===== src/rtl/counter_ctrl.sv =====
// Pushbutton front end plus run/pause/done controller that drives an external
// WIDTH-bit counter through registered one-cycle strobes.

module key_db #(
    parameter int DB_CYCLES = 500000
) (
    input  logic CLOCK_50,
    input  logic reset,
    input  logic key_n,
    output logic press
);
    localparam int CW = $clog2(DB_CYCLES + 1);

    logic [1:0]    sync;
    logic [1:0]    vld_pipe;
    logic          db_lvl;
    logic          armed;
    logic [CW-1:0] db_cnt;
    logic          flip;

    assign flip = (sync[1] != db_lvl) && (db_cnt == CW'(DB_CYCLES - 1));

    always_ff @(posedge CLOCK_50 or posedge reset) begin
        if (reset) begin
            sync     <= 2'b11;
            vld_pipe <= '0;
            db_lvl   <= 1'b1;
            armed    <= 1'b0;
            db_cnt   <= '0;
            press    <= 1'b0;
        end else begin
            sync     <= {sync[0], key_n};
            vld_pipe <= {vld_pipe[0], 1'b1};
            // A key held through reset stays disarmed until a real release is sampled.
            armed    <= armed | (vld_pipe[1] & sync[1]);
            press    <= flip & ~sync[1] & armed;
            if (sync[1] == db_lvl) begin
                db_cnt <= '0;
            end else if (flip) begin
                db_cnt <= '0;
                db_lvl <= sync[1];
            end else begin
                db_cnt <= db_cnt + 1'b1;
            end
        end
    end
endmodule

module counter_ctrl #(
    parameter int WIDTH     = 8,
    parameter int TICK_DIV  = 50000000,
    parameter int DB_CYCLES = 500000
) (
    input  logic             CLOCK_50,
    input  logic             reset,
    input  logic [2:0]       KEY,
    input  logic [WIDTH-1:0] SW,
    input  logic [WIDTH-1:0] cnt_q,
    output logic             cnt_en,
    output logic             cnt_clr,
    output logic             cnt_ld,
    output logic [WIDTH-1:0] cnt_d,
    output logic [1:0]       state,
    output logic             done
);
    localparam int PW = (TICK_DIV > 1) ? $clog2(TICK_DIV) : 1;

    typedef enum logic [1:0] {IDLE = 2'b00, RUN = 2'b01, PAUSE = 2'b10, DONE = 2'b11} state_t;

    state_t        st_q, st_d;
    logic [2:0]    press;
    logic          start_ev, clr_ev, ld_ev, tick;
    logic [PW-1:0] presc_q, presc_d;
    logic          en_d, clr_d, ld_d;

    generate
        for (genvar i = 0; i < 3; i++) begin : g_key
            key_db #(.DB_CYCLES(DB_CYCLES)) u_db (
                .CLOCK_50 (CLOCK_50),
                .reset    (reset),
                .key_n    (KEY[i]),
                .press    (press[i])
            );
        end
    endgenerate

    assign start_ev = press[0];
    assign clr_ev   = press[1];
    assign ld_ev    = press[2];
    assign tick     = (st_q == RUN) && (presc_q == PW'(TICK_DIV - 1));
    assign state    = st_q;

    always_ff @(posedge CLOCK_50 or posedge reset) begin
        if (reset) begin
            st_q    <= IDLE;
            presc_q <= '0;
            cnt_en  <= 1'b0;
            cnt_clr <= 1'b0;
            cnt_ld  <= 1'b0;
            cnt_d   <= '0;
            done    <= 1'b0;
        end else begin
            st_q    <= st_d;
            presc_q <= presc_d;
            cnt_en  <= en_d;
            cnt_clr <= clr_d;
            cnt_ld  <= ld_d;
            done    <= (st_d == DONE);
            if (ld_d) cnt_d <= SW;
        end
    end

    always_comb begin
        st_d = st_q;
        if (clr_ev) begin
            st_d = IDLE;
        end else if (start_ev) begin
            case (st_q)
                IDLE:    st_d = RUN;
                RUN:     st_d = PAUSE;
                PAUSE:   st_d = RUN;
                DONE:    st_d = IDLE;
                default: st_d = IDLE;
            endcase
        end else if (tick && (cnt_q == '1)) begin
            st_d = DONE;
        end
    end

    // Priority clear > start > load/tick: lower events in a higher event's cycle are dropped.
    always_comb begin
        clr_d = clr_ev;
        ld_d  = ~clr_ev & ~start_ev & ld_ev & ((st_q == IDLE) || (st_q == PAUSE));
        en_d  = ~clr_ev & ~start_ev & tick & (cnt_q != '1);
        if (clr_ev || (st_q == IDLE) || (st_q == DONE))
            presc_d = '0;
        else if (st_q == RUN)
            presc_d = tick ? '0 : presc_q + 1'b1;
        else
            presc_d = presc_q;
    end
endmodule


===== config.mk =====
export PLATFORM = sky130hd
export DESIGN_NAME = counter_ctrl
export DESIGN_NICKNAME = d
export VERILOG_FILES = /design/src/rtl/counter_ctrl.sv
export SDC_FILE = /design/constraint.sdc
export NUM_CORES = 1
export LEC_CHECK = 0
export CAP_MARGIN = 0
export CORE_MARGIN = 1.5
export CORE_UTILIZATION = 50
export DETAILED_ROUTE_END_ITERATION = 6
export GPL_TIMING_DRIVEN = 0
export HOLD_SLACK_MARGIN = 0.03
export PLACE_DENSITY = 0.79
export SLEW_MARGIN = 10
export SYNTH_ARGS = -nofsm -noshare
export SYNTH_HDL_FRONTEND = slang
export SYNTH_SLANG_ARGS = --single-unit

===== constraint.sdc =====
create_clock -name CLOCK_50 -period 3.9 [get_ports CLOCK_50]
set_input_delay 0.39 -clock CLOCK_50 [delete_from_list [all_inputs] [get_ports CLOCK_50]]
set_output_delay 0.39 -clock CLOCK_50 [all_outputs]
set_load 0.05 [all_outputs]

==> metrics, run 1 <==
Final Hold Viols=0; CTS root buf=clkbuf_8; initial antenna violation count=0; grt met1 use=0.268; CTS tree=done; Clock Tree Buf Depth=2; CP required=4330 ps; most instantiated library cell after synthesis=dfrtp_1; Cells after Synth=524; leak pwr=2.55 nW; # diodes=0; Worst-Margin Slew=between 900 and 1000 ps; final hold slack=272 ps; syn_nets=549; number of global-route vias before repair=roughly 4.2k; final worst slack=about 1500 ps; post-CTS setup buffer count=0; Yosys reg bits=114; Worst-Skew Late Latency=about 520 ps; Cell Pwr Density=441 nW/um^2; CORE AREA=10,400 um^2; peak supply drop=~0.27 mV; ranking of synthesized cells by area=dfrtp_1 (49%), xnor2_1 (6.8%), nor2_1 (4.6%), dfstp_2 (4.4%), a21oi_1 (2.7%); Row Count=37; TritonCTS Buffers=17; die height=about 110 um; area leader, netlist=dfrtp_1; setup violators final=0; largest net degree at the start of global routing=69; initial core utilization=0.518; Critical Path Start Type=flop; placed cell count=695; drt total wl=11,100 um; filler cell count=795; wire length of the first global-routing pass=19,300 um; asr flop ratio synth=1.00; full die area=about 11,000 um^2; clk slew on worst S/H paths=60 ps; routed vias/inst=around 5.8; sequential-to-total area share from yosys stat=0.531; Synthesis Warnings=0; outcome=finished, final reports clean; chip width=107 um; clk_skew=between 9 and 10 ps; routed len/inst=approximately 15 um; M3 GR Usage=0.0523; Total GRT Usage=0.212; CTS H-tree depth=4; met2 usage=0.353; Setup crit end kind=flop; Synth top cells by count=dfrtp_1 (105), nor2_1 (66), xnor2_1 (42); Arr. time, crit path=approximately 2800 ps; Setup WS pre-CTS=between 1500 and 2000 ps; Post-CTS Resized=0; Layout Nets=603; max-slew violations=0; R2R Setup Slk=1500 ps; Slew HR=0.348; Initial DRC Count=160; Port Buffers=34; Final HPWL DP=7250 um; Boundary Pins=35; GRT overflow=0; share of cells above drive strength 1=0.120; GPL Wtd Cong=0.819; busiest grt layer=met2; Synth Area per Inst=10.3 um^2; RSZ-0062 raised after global routing=no; Synth top area share=0.487; RR Startpoint=presc_q[0]; Setup CP Type=flop to flop; setup TNS=0 ps; # clock sinks=114; crit path from=presc_q[0]; Final Critical Period=roughly 2400 ps; P&R area growth vs syn=21.5%; DRC violations left=0; Worst Path Max Fanout=10; count of cell types in the netlist=46; Synth Cell Area=between 5000 and 6000 um^2; Worst Hold Class=input pin to async pin; Max Cap Viol=0; fin crit share=0.616; ys flop type=dfrtp_1; number of synthesized flops with an enable pin=0; fmax=0.416 GHz; Via Count=between 4k and 5k; total iterations of the first detailed-routing run=5; Layout Cells excl Fill=726; number of routed nets with antenna violations=0; cts-stage hold buffer count=0
## per-layer routing
metal | vias to the layer above | part of all wire
li1 | 2001 | -
met1 | 2035 | 0.44
met2 | 124 | 0.50
met3 | 20 | 0.046
met4 | 0 | 0.015
met5 | - | 0
## state kept, by name, indices dropped and copies added (netlist names)
name / cells
g_key.u_db.armed: 3
cnt_ld: 1
cnt_clr: 1
done: 1
state: 2
presc_q: 26
g_key.u_db.db_lvl: 3
cnt_d: 8
g_key.u_db.press: 3
cnt_en: 1
g_key.u_db.vld_pipe: 2
g_key.u_db.db_cnt: 57
g_key.u_db.sync: 6
## through the flow
stage / power (mW) / area [um^2] / util
6_report: 2.89 / 6550 / 0.629
5_1_grt: 2.98 / 6550 / 0.629
4_1_cts: 2.91 / 6550 / 0.629
3_5_place_dp: 1.31 / 5940 / 0.570
3_3_place_gp: 1.30 / 5900 / 0.567
2_1_floorplan: 1.27 / 5390 / -
## kinds of logic after synthesis
kind of cell,after synthesis,share of synthesized area
and+or+nand+nor,236,0.237
DFF,114,0.531
AOI/OAI and AO/OA,69,0.0840
xor gates and xnor gates,53,0.0861
buffers and inverters,36,0.0288
muxes,11,0.0230
adders and majority gates,4,0.00928
other,1,0.000695
## area by class of cell
class | count | area, um^2 | area share
Timing Repair Buffer | 35 | 368 | 0.0561
Buffer | 17 | 83.8 | 0.0128
Sequential cell | 114 | 2860 | 0.437
Multi-Input combinational cell | 374 | 2370 | 0.362
Clock buffer | 22 | 463 | 0.0706
Tap cell | 136 | 170 | 0.0260
Clock inverter | 9 | 154 | 0.0235
Inverter | 19 | 76.3 | 0.0116
## worst max-delay path, cell delays in order (launching register included)
cell and delay, ps:
dfrtp_1 420, ha_1 220, nand3_1 210, or3_1 520
clkbuf_1 260, or4_1 520, a21oi_1 180
## report_power, final
| group | internal [mW] | switching (mW) | total, mW | leakage, nW |
|---|---|---|---|---|
| clock network | 1.08 | 0.521 | 1.60 | 0.297 |
| registers | 1.20 | 0.0116 | 1.21 | 1.53 |
| logic | 0.0311 | 0.0443 | 0.0754 | 0.722 |
| total | 2.31 | 0.577 | 2.89 | 2.55 |
## final timing paths
| path | endpoint | depth (start not counted) |
|---|---|---|
| max | presc_q[14] | 6 |
| min | g_key[0].u_db.db_cnt[9] | 2 |
| max reg2reg | presc_q[14] | 6 |
| min reg2reg | g_key[0].u_db.sync[1] | 0 |
| max in group asynchronous | g_key[2].u_db.db_lvl | 3 |
| min in group CLOCK_50 | g_key[0].u_db.sync[0] | 1 |
## layout by cell type (no fill, tap or decap), drive strengths merged, types with 11 or more instances in the layout
| cell type | n |
|---|---|
| o31ai | 19 |
| clkbuf | 32 |
| clkdlybuf4s50 | 34 |
| mux2 | 11 |
| nor3 | 12 |
| or3 | 16 |
| dfrtp | 105 |
| nand3 | 26 |
| inv | 19 |
| nor4 | 20 |
| xnor2 | 42 |
| a21oi | 29 |
| nand2 | 27 |
| xor2 | 11 |
| nor2 | 66 |
| nand4 | 22 |
| or4 | 19 |
No activity file was read; power rests on OpenSTA's default activity.
==> inputs of run 2 (changes only) <==
clock period = 2.5 ns   (was 3.9 ns; I/O delays follow)
==> run 2 against run 1 <==
Worst hold slack got worse by 120 ps. Fmax rose by 1.1%. Non-clock buffer count up 1. Critical endpoint is now presc_q[12]. Clock power grew 57%. Design area grew 0.59%. Setup slack lost 1400 ps. Combinational power up 66%. Clock-buffer cell count unchanged. Register-to-register slack got worse by 1400 ps. Clock skew fell by 2.4 ps. Largest cell class unchanged.
==> metrics, run 2 (synthesis gave the netlist of run 1 again) <==
CP required=2880 ps; Placed Area=5970 um^2; wire length of the first global-routing pass=between 15,000 and 20,000 um; cell area after layout=6590 um^2; number of global-route vias before repair=4,307; biggest regs=g_key.u_db.db_cnt (57), presc_q (26), cnt_d (8); Worst-Skew Late Latency=510 ps; peak supply drop=around 0.56 mV; fin crit share=0.951; chip width=107 um; max-slew violations=0; setup violators final=0; Setup CP Type=flop to flop; max reg flops=between 50 and 60; CORE AREA=10,400 um^2; DRC violations left=0; commonest non-fill, non-tap cell in the layout=dfrtp_1; Setup WS pre-CTS=88.9 ps; Initial DRC Count=~260; initial core utilization=0.518; GPL Wtd Cong=between 0.7 and 0.8; routed len/inst=15.8 um; fmax=0.421 GHz; Worst-Margin Slew=between 1000 and 1500 ps; die height=roughly 110 um; Cell Pwr Density=about 690 nW/um^2; Setup crit end kind=flop; # diodes=0; Worst Hold Class=input pin to flop; # clock sinks=114; routed vias/inst=5.73; Clock Tree Buf Depth=2; clk_skew=7.30 ps; final worst slack=between 100 and 150 ps; Layout Nets=approximately 600; P&R area growth vs syn=22.2%; post-CTS setup buffer count=0; Slew HR=0.314; Worst Path Max Fanout=10; Final HPWL DP=7500 um; CTS tree=done; Total GRT Usage=0.221; Arr. time, crit path=2760 ps; largest net degree at the start of global routing=35; number of routed nets with antenna violations=0; total iterations of the first detailed-routing run=4; share of cells above drive strength 1=0.125; Critical Path Start Type=flop; Most flops, register=g_key.u_db.db_cnt; Layout Cells excl Fill=728; initial antenna violation count=0; filler cell count=820; RSZ-0062 raised after global routing=no; Port Buffers=34; Via Count=between 4k and 5k; TritonCTS Buffers=17; GRT overflow=0; Boundary Pins=35; CTS H-tree depth=4; Row Count=37; final hold slack=153 ps; drt total wl=11,500 um; Final Hold Viols=0; CTS root buf=clkbuf_8; full die area=11,400 um^2; Final Critical Period=around 2400 ps; most frequent cells in the layout=dfrtp_1 (105), nor2_1 (66), xnor2_1 (42); outcome=finished, final reports clean; placed cell count=697; Max Cap Viol=0; leak pwr=2.57 nW; clk slew on worst S/H paths=50 ps
## run 2: report_power, final
part	leakage (nW)	internal, mW	switching [mW]	total, mW
clock	0.305	1.69	0.830	2.52
combinational	0.733	0.0537	0.0708	0.125
sequential	1.53	1.87	0.0177	1.89
## run 2: worst paths after layout
| check | startpoint | endpoint | slack, ps | cells past startpoint |
|---|---|---|---|---|
| min in group asynchronous | reset | presc_q[19] | 160 | 2 |
| min | KEY[1] | g_key[1].u_db.sync[0] | 150 | 1 |
| max in group asynchronous | reset | g_key[0].u_db.db_lvl | 1500 | 4 |
| max reg2reg | presc_q[7] | presc_q[12] | 120 | 5 |
| min reg2reg | g_key[2].u_db.vld_pipe[0] | g_key[0].u_db.vld_pipe[1] | 350 | 0 |
| max | presc_q[7] | presc_q[12] | 120 | 5 |
## run 2: cell type report
| class | instances | area (um^2) | share of cell area |
|---|---|---|---|
| inverter | 19 | 75.1 | 0.0114 |
| timing repair buffer | 37 | 400 | 0.0607 |
| multi-input combinational | 374 | 2380 | 0.362 |
| sequential | 114 | 2860 | 0.434 |
| buffer | 16 | 80.1 | 0.0121 |
| clock buffer | 22 | 463 | 0.0702 |
| tap | 136 | 170 | 0.0258 |
| clock inverter | 10 | 156 | 0.0237 |
## run 2: metal layers
| metal | vias up | part of all wire | wire, um | track usage |
|---|---|---|---|---|
| met1 | 2071 | 0.44 | 5100 | 0.268 |
| met3 | 16 | 0.038 | 435 | 0.0602 |
| met4 | 0 | 0.015 | 175 | 0.0819 |
| met5 | - | 0 | 0 | 0 |
| met2 | 87 | 0.50 | 5810 | 0.378 |
| li1 | 2000 | - | - | - |
## run 2: worst max-delay path, cell delays in order (launching register included)
cell and delay, ps:
dfrtp_1 430, or4_1 560, or4_4 590, o31ai_4 410
buf_6 200, a21oi_1 60
## run 2: timing repair
item	in CTS	in global routing
hold buffers	0	0
endpoints found under the hold margin	0	0
gates resized for setup	0	1
setup endpoints to repair	0	11
## run 2: metrics by stage
step / total power, mW / setup TNS, ps / utilization
after floorplan: 1.98 / 0 / -
after global placement: 2.03 / -18480 / 0.567
after detailed placement: 2.04 / 0 / 0.573
after CTS: 4.57 / 0 / 0.632
after global routing: 4.69 / 0 / 0.633
final: 4.53 / 0 / 0.633
==> inputs of run 3 (changes only) <==
CTS_CLUSTER_SIZE = 20   (was not set)
==> results of run 3 <==
Same layout as run 2: the final DEF is identical, and so are final timing and power.
